## src/rtl/jk_register_counter.sv

```systemverilog
// ----------------------------------------------------------------------------
// jk_register_counter
//
// A WIDTH-bit bank of edge-triggered JK flip-flops that share one clock and one
// asynchronous reset. A mode select reuses the bank as:
//   00 JK    : each bit obeys its own J/K pair (hold / reset / set / toggle)
//   01 COUNT : each bit is a JK cell with J=K=T[i] from a toggle chain,
//              giving an up/down counter
//   10 LOAD  : parallel load of load_val, clears the sticky overflow flag
//   11 HOLD  : no change
//
// Optional feature (compile-time macro JK_SATURATE_EN):
//   defined   -> COUNT mode saturates at all-ones (up) / zero (down)
//   undefined -> COUNT mode wraps modulo 2^WIDTH (default build)
//
// Parameters
//   WIDTH    number of JK cells, legal range 2..32
//   RST_VAL  value forced onto q by rst (zero-extended / truncated to WIDTH)
//
// Ports
//   clk       in   1      clock, rising edge
//   rst       in   1      asynchronous, active-high reset
//   en        in   1      clock enable, 0 holds all state and forces tc low
//   mode      in   2      operating mode (see above)
//   j, k      in   WIDTH  per-bit J/K inputs, used in JK mode only
//   up        in   1      count direction in COUNT mode (1 up, 0 down)
//   load_val  in   WIDTH  value captured in LOAD mode
//   q         out  WIDTH  register state
//   qbar      out  WIDTH  always ~q
//   tc        out  1      terminal count, combinational
//   ovf       out  1      sticky wrap / limit flag, registered
// ----------------------------------------------------------------------------
module jk_register_counter #(
  parameter int WIDTH   = 8,
  parameter int RST_VAL = 0
) (
  input  logic             clk,
  input  logic             rst,
  input  logic             en,
  input  logic [1:0]       mode,
  input  logic [WIDTH-1:0] j,
  input  logic [WIDTH-1:0] k,
  input  logic             up,
  input  logic [WIDTH-1:0] load_val,
  output logic [WIDTH-1:0] q,
  output logic [WIDTH-1:0] qbar,
  output logic             tc,
  output logic             ovf
);

  typedef enum logic [1:0] {
    MODE_JK    = 2'b00,
    MODE_COUNT = 2'b01,
    MODE_LOAD  = 2'b10,
    MODE_HOLD  = 2'b11
  } mode_t;

  localparam logic [WIDTH-1:0] RST_Q = WIDTH'(RST_VAL);

  logic [WIDTH-1:0] q_r;
  logic             ovf_r;
  logic [WIDTH-1:0] t_up;
  logic [WIDTH-1:0] t_dn;
  logic [WIDTH-1:0] t_cnt;
  logic [WIDTH-1:0] q_nxt;
  logic             ovf_nxt;
  logic             at_limit;

  assign q    = q_r;
  assign qbar = ~q_r;
  assign ovf  = ovf_r;

  // Ripple toggle chain: bit i toggles when every lower bit is 1 (up) or 0 (down).
  always_comb begin
    t_up    = '0;
    t_dn    = '0;
    t_up[0] = 1'b1;
    t_dn[0] = 1'b1;
    for (int i = 1; i < WIDTH; i++) begin
      t_up[i] = t_up[i-1] & q_r[i-1];
      t_dn[i] = t_dn[i-1] & ~q_r[i-1];
    end
  end

  assign t_cnt    = up ? t_up : t_dn;
  assign at_limit = up ? (&q_r) : ~(|q_r);
  assign tc       = en & (mode_t'(mode) == MODE_COUNT) & at_limit;

  // Next-state decode. Inputs belonging to other modes are never referenced,
  // so an undriven j/k/load_val/up cannot leak into state.
  always_comb begin
    q_nxt   = q_r;
    ovf_nxt = ovf_r;
    if (en) begin
      case (mode_t'(mode))
        MODE_JK: begin
          // Classic JK characteristic: Q+ = J&~Q | ~K&Q
          q_nxt = (j & ~q_r) | (~k & q_r);
        end
        MODE_COUNT: begin
`ifdef JK_SATURATE_EN
          // At the limit all toggles are suppressed; only the flag moves.
          if (at_limit) begin
            ovf_nxt = 1'b1;
          end else begin
            q_nxt = (t_cnt & ~q_r) | (~t_cnt & q_r);
          end
`else
          // J=K=T cell; at the limit every bit toggles, which is the wrap.
          q_nxt = (t_cnt & ~q_r) | (~t_cnt & q_r);
          if (at_limit) begin
            ovf_nxt = 1'b1;
          end
`endif
        end
        MODE_LOAD: begin
          q_nxt   = load_val;
          ovf_nxt = 1'b0;
        end
        default: begin
          q_nxt   = q_r;
          ovf_nxt = ovf_r;
        end
      endcase
    end
  end

  always_ff @(posedge clk or posedge rst) begin
    if (rst) begin
      q_r   <= RST_Q;
      ovf_r <= 1'b0;
    end else begin
      q_r   <= q_nxt;
      ovf_r <= ovf_nxt;
    end
  end

endmodule

```

## config.mk

```make
export PLATFORM = sky130hd
export DESIGN_NAME = jk_register_counter
export DESIGN_NICKNAME = d
export VERILOG_FILES = /design/src/rtl/jk_register_counter.sv
export SDC_FILE = /design/constraint.sdc
export NUM_CORES = 1
export LEC_CHECK = 0
export BUFFER_PORTS_ARGS = -buffer_cell sky130_fd_sc_hd__buf_2
export CORE_MARGIN = 5
export CORE_UTILIZATION = 39
export DETAILED_ROUTE_END_ITERATION = 10
export HOLD_SLACK_MARGIN = 0.03
export PLACE_DENSITY_LB_ADDON = 0.12
export RECOVER_POWER = 25
export SYNTH_ARGS = -nofsm -noshare
export SYNTH_HDL_FRONTEND = slang
export SYNTH_SLANG_ARGS = --single-unit
```

## constraint.sdc

```tcl
create_clock -name clk -period 1.6 [get_ports clk]
set_clock_uncertainty 0.05 [all_clocks]
set_input_delay 0.24 -clock clk [delete_from_list [all_inputs] [get_ports clk]]
set_output_delay 0.24 -clock clk [all_outputs]
set_load 0.05 [all_outputs]
```

==> metrics.txt, run 1 <==
Critical Path Fanout Max=2; Slew HR=0.740; maximum VDD drop=0.973 mV; status=finished with violations; Worst Hold End=q[4]; Port Buffer Count=47; Post-layout nets=210; pwr/cell area=1440 nW/um^2; RSZ-0062 raised after global routing=yes; Worst EP required=about 1.3 ns; Antenna diodes=0; FMAX=slightly below 0.5 GHz; vias in the first global route=1055; Core Area=2150 sq um; Setup violations, final=7; Routed WL=between 2000 and 3000 um; Multi-input gate area=571 sq um; Max Cap Viol=0; FF-to-FF setup slack=-0.36 ns; CTS tree=built; CP endpoint kind=output pin; CP max-delay cell=or4_4; Placer Congestion=0.818; critical path's top delay family=simple AND/OR/NAND/NOR gates; gr usage total=0.176; initial antenna violation count=0; share of layout cells above drive strength 1=0.534; dpl cells=just under 200; CP peak stage delay=0.55 ns; Post-Syn Nets=approximately 140; Final Slew Violations=0; clk_lat worst skew=0.26 ns; num ports=48; Hold Path Origin=load_val[4]; Worst Setup Start Kind=flip-flop; GRT overflow=0; cell taking the most area after synthesis=dfrtp_1; Pwr Total=2.00 mW; hold_ws=0.180 ns; synth top area cells=dfrtp_1 (26%), a31oi_1 (7.3%), xnor2_1 (7.2%), o21ai_0 (7.0%), inv_1 (5.3%); Net Sw Power=1.09 mW; chip width=56.9 um; Final WS setup=-0.411 ns; commonest non-fill, non-tap cell in the layout=buf_2; largest net degree at the start of global routing=10; Residual DRC=0; clock slew at reported path FFs=about 0.07 ns; crit share post-route=1.26; vias=1051; synthesis-stage register bit count=9; # fillers=a little over 200; Post-Syn Area=around 860 sq um; global route hottest layer=met2; register area=between 200 and 250 sq um; Netlist cell types=34; Reg2Reg Depth=8; maximum root-to-sink buffer count=2; M2 GR Usage=0.269; total CTS buffers=3; Ys Warns=0; register area share after synthesis=0.263; Buf/Inv on CP=1; drt wl/cell=around 13 um; 1st-pass router iterations=4; commonest non-fill, non-tap cells in the layout=buf_2 (44), buf_4 (22), inv_1 (10), a31oi_1 (10), o21ai_0 (8); Static Leak=about 0.66 nW; r2r endpoint=q[6]; Synth top area share=0.263; clock share of power=0.090; met3 usage=0.0506; Synth Area per Inst=8.24 sq um; met1 usage=0.228; post-route minimum period=2.01 ns; worst hold path type=in2reg; die area=3240 sq um; row cnt=17; Logic pwr share=0.728; post-layout util=0.646; DR iter-0 viols=22; DP Wirelength=2220 um; final non-filler cell total=204; Via density=~5.2; Place WS=-0.248 ns; Final Hold Viols=0; switching portion of total power=0.543; r2r startpoint=q[1]; hold path depth=3; Layout area overhead=62.0%; register share of total power=0.182; failing checks=setup timing; clock tree root driver cell=clkbuf_4; height of the die=56.9 um; measured slew at the worst slew-check pin=0.389 ns; Int Power=915 uW; Arrival @ worst endpoint=1.72 ns; Post-DRT Antenna Nets=0; Setup CP Type=reg2out; Initial Utilization=0.399; Gate Count Post-Synth=about 100; CTS Sinks=9; worst path cell trace=or4_4 > nor2_4 > o2111a_2 > buf_8; Max H-tree Level=1; first-pass GRT wire length=4560 um
-- area by class of cell --
type                       count  area share
tap                           28      0.0252
timing repair buffer          74       0.339
clock buffer                   4      0.0189
multi-input combinational     77       0.411
sequential                     9       0.168
inverter                      12      0.0378
-- worst max path at each step --
stage,endpoint,cells after the start,startpoint,slack [ns]
after floorplan,ovf,6,q[3],-0.47
after global placement,tc,4,q[1],-0.22
after detailed placement,q[7],6,q[1],-0.25
after CTS,tc,4,q[3],-0.41
after global routing,tc,4,q[1],-0.46
final,tc,4,q[1],-0.41
-- synthesized netlist by cell type, drive strengths merged --
cell,count
clkbuf,2
o2111a,1
ha,3
and3,1
a211oi,1
a22o,2
nand2b,4
nand3b,1
nor4,1
xnor2,7
o21a,1
nand2,4
nor2b,4
a222oi,2
inv,12
a221oi,1
a2bb2oi,1
buf,4
or4,2
dfrtp,9
nor3,3
nor2,5
a22oi,1
nand3,3
a21oi,1
nand4,2
o21ai,13
o211ai,1
mux2i,2
a31oi,10
-- flip-flops by register name, indices dropped and copies added, names as in the netlist --
name,flops
ovf,1
q,8
-- cells by family after synthesis --
| logic type | Yosys count | share of synthesized area |
|---|---|---|
| fa+ha+maj | 3 | 0.0438 |
| mux | 2 | 0.0234 |
| xor+xnor | 7 | 0.0715 |
| flops | 9 | 0.263 |
| buf+inv | 18 | 0.107 |
| simple gates | 30 | 0.225 |
| compound gates | 35 | 0.267 |
-- metal layers --
| layer | vias up | wire [um] |
|---|---|---|
| met2 | 36 | 1250 |
| met4 | 0 | 29 |
| met3 | 4 | 210 |
| li1 | 524 | - |
| met1 | 487 | 1200 |
| met5 | - | 0 |
-- tightest hold or removal path: stages --
cell     delay [ns]
buf_2          0.08
a31oi_1        0.07
o21ai_1        0.06
-- timing repair --
action                                  CTS  global route
hold endpoints to repair                  9             0
buffers inserted                          2             2
hold buffers                              1             0
endpoints found under the setup margin    7            10
pin swaps                                 4             6
gates resized for setup                   9             8
-- power by group through the flow --
stage	registers (mW)	logic (mW)	clock network, mW
4_1_cts	0.363	1.43	0.188
2_1_floorplan	0.655	0.728	0
3_5_place_dp	0.367	1.39	0
5_1_grt	0.374	1.56	0.197
6_report	0.363	1.46	0.181
3_3_place_gp	0.364	1.38	0
-- metrics by stage --
| stage | area (sq um) | setup TNS (ns) |
|---|---|---|
| final | 1390 | -2.14 |
| after global routing | 1390 | -2.60 |
| after CTS | 1340 | -1.63 |
| after detailed placement | 1260 | -1.10 |
| after global placement | 1260 | -1.00 |
| after floorplan | 883 | -1.84 |
No activity file was read; power rests on OpenSTA's default activity.
==> run 2: changes to the inputs <==
--- a/config.mk
+++ b/config.mk
@@ -5,9 +5,10 @@
 export SDC_FILE = /design/constraint.sdc
 export NUM_CORES = 1
 export LEC_CHECK = 0
+export ABC_AREA = 1
 export BUFFER_PORTS_ARGS = -buffer_cell sky130_fd_sc_hd__buf_2
 export CORE_MARGIN = 5
-export CORE_UTILIZATION = 39
+export CORE_UTILIZATION = 40
 export DETAILED_ROUTE_END_ITERATION = 10
 export HOLD_SLACK_MARGIN = 0.03
 export PLACE_DENSITY_LB_ADDON = 0.12
==> metrics.txt, run 2 <==
status=finished with violations; failing checks=setup timing; Post-synth EDFFs=0; post-route minimum period=between 1.5 and 2 ns; Routed WL=~3100 um; register area share after synthesis=0.241; Setup CP Type=reg2out; clk_lat worst skew=0.28 ns; Antenna diodes=0; Netlist cell types=26; placed cell area=1270 sq um; XOR/XNOR share of the synthesized area=0; CP endpoint kind=output pin; Synth top area share=0.241; crit share post-route=1.08; vias=1205; Hold Path Origin=k[2]; max FFs per register=8; Arrival @ worst endpoint=approximately 1.4 ns; vias in the first global route=1172; total CTS buffers=3; Post-Syn Area=936 sq um; clock slew at reported path FFs=0.07 ns; first-pass GRT wire length=5190 um; Initial Utilization=0.419; Synth Area per Inst=6.41 sq um; pwr/cell area=between 1000 and 1500 nW/um^2; synthesis-stage register bit count=9; height of the die=just under 60 um; final non-filler cell total=~240; gr usage total=0.195; Worst Setup Start Kind=flip-flop; Critical Path Fanout Max=6; synth top area cells=dfrtp_1 (24%), nand2_1 (16%), a21oi_1 (7.0%), inv_1 (6.4%), o21ai_1 (5.9%); most common library cells after synthesis=nand2_1 (41), inv_1 (16), a21oi_1 (13); Worst Hold End=q[2]; chip width=~58 um; compound-gate portion of the synthesized area=0.254; largest net degree at the start of global routing=11; Reg2Reg Depth=11; die area=3410 sq um; Final Hold Viols=0; Post-Syn Nets=179; DR iter-0 viols=34; Primary FF master, synth=dfrtp_1; Final Slew Violations=0; post-synthesis adder-cell area fraction=0.0401; Static Leak=0.755 nW; Simple-Gate Fraction of Synth Area=0.311; measured slew at the worst slew-check pin=0.396 ns; Max Cap Viol=0; Gate Count Post-Synth=146; met3 usage=0.0482; FMAX=roughly 0.58 GHz; Residual DRC=0; Setup violations, final=1; dpl cells=228; num ports=48; Final WS setup=-0.129 ns; share of layout cells above drive strength 1=0.484; Ys Warns=0; Worst EP required=1.31 ns; Post-DRT Antenna Nets=0; largest family of logic cells by synthesized area=simple AND/OR/NAND/NOR gates; initial antenna violation count=0; Port Buffer Count=47; M2 GR Usage=0.356; Post-layout nets=249; worst hold path type=in2reg; 1st-pass router iterations=4; commonest non-fill, non-tap cells in the layout=buf_2 (44), nand2_1 (39), buf_4 (21); row cnt=17; Core Area=2230 sq um; r2r endpoint=q[4]; hold path depth=4; CTS Sinks=9; r2r startpoint=q[1]; global route hottest layer=met2; mux contribution to synthesized area=0; Placer Congestion=0.845; drt wl/cell=about 13 um; commonest non-fill, non-tap cell in the layout=buf_2; post-route cell area=1450 sq um; met1 usage=0.226; RSZ-0062 raised after global routing=yes; maximum VDD drop=0.728 mV; Layout area overhead=54.5%; FF-to-FF setup slack=0.10 ns; hold_ws=0.211 ns; Slew HR=0.736; maximum root-to-sink buffer count=2; DP Wirelength=between 2000 and 2500 um; FFs w/ async S/R, synth=1.00; Critical Path Source=q[7]; GRT overflow=0; clock tree root driver cell=clkbuf_4; Via density=4.96; top-count cell post-synth=nand2_1; cell taking the most area after synthesis=dfrtp_1; CTS tree=built; Max H-tree Level=1
-- run 2: changes by cell type after synthesis, moves of 3 or more --
cell      change
inv_1         +4
o21ai_1      +10
a21oi_1      +12
nand3_1       +3
a31oi_1       -8
nor2b_1       -4
nor2_1        +6
nand2b_1      -4
nand2_1      +37
nand2_2       +3
xnor2_1       -7
-- run 2: cell type report --
| cell class | instances | area [sq um] |
|---|---|---|
| fillers | 204 | 787 |
| repair buffers | 70 | 429 |
| clock buffers | 3 | 22.5 |
| multi-input cells | 112 | 622 |
| clock inverters | 1 | 5.00 |
| flip-flops and latches | 9 | 231 |
| well taps | 28 | 35.0 |
| inverters | 20 | 101 |
-- run 2: cell families after synthesis --
family | Yosys count
adder cells (fa/ha/maj) | 3
buffers and inverters | 25
AND/OR/NAND/NOR | 66
flip-flops | 9
AO/OA/AOI/OAI | 43
-- run 2: through the flow --
stage | power (mW) | TNS, ns | setup slack (ns) | utilization
after floorplan | 0.928 | -0.968 | -0.334 | -
after global placement | 1.15 | 0 | 0.0924 | 0.567
after detailed placement | 1.16 | 0 | 0.0488 | 0.567
after CTS | 1.43 | -0.121 | -0.0833 | 0.634
after global routing | 1.55 | -0.213 | -0.211 | 0.648
final | 1.45 | -0.129 | -0.129 | 0.648
-- run 2: timing repair --
action                     in CTS  in global routing
hold endpoints to repair        9                  0
setup endpoints to repair       1                  4
buffers inserted               10                  1
hold buffers                    1                  0
resized for setup              10                  8
pin swaps                       4                  4
-- run 2: critical path, stage by stage (launching register included) --
cell	delay [ns]
dfrtp_1	0.38
bufinv_8	0.19
o211ai_1	0.08
a21oi_1	0.17
nand3_2	0.10
inv_2	0.08
buf_8	0.14
-- run 2: metal layers --
layer	routed length (um)	vias to the layer above	part of all wire
met2	1540	49	0.50
met4	31	0	0.010
li1	-	614	-
met1	1220	535	0.40
met5	0	-	0
met3	265	7	0.087
-- run 2: how the worst max path moves through the flow --
stage / endpoint / slack (ns)
finish: tc / -0.13
global route: tc / -0.21
CTS: tc / -0.08
detailed placement: tc / 0.05
global placement: tc / 0.09
floorplan: ovf / -0.33
-- run 2: report_power, final --
part / switching, mW / total [mW] / internal [mW] / leakage, nW
clock: 0.101 / 0.194 / 0.0928 / 0.0177
combinational: 0.620 / 0.931 / 0.310 / 0.636
sequential: 0.0509 / 0.326 / 0.275 / 0.102
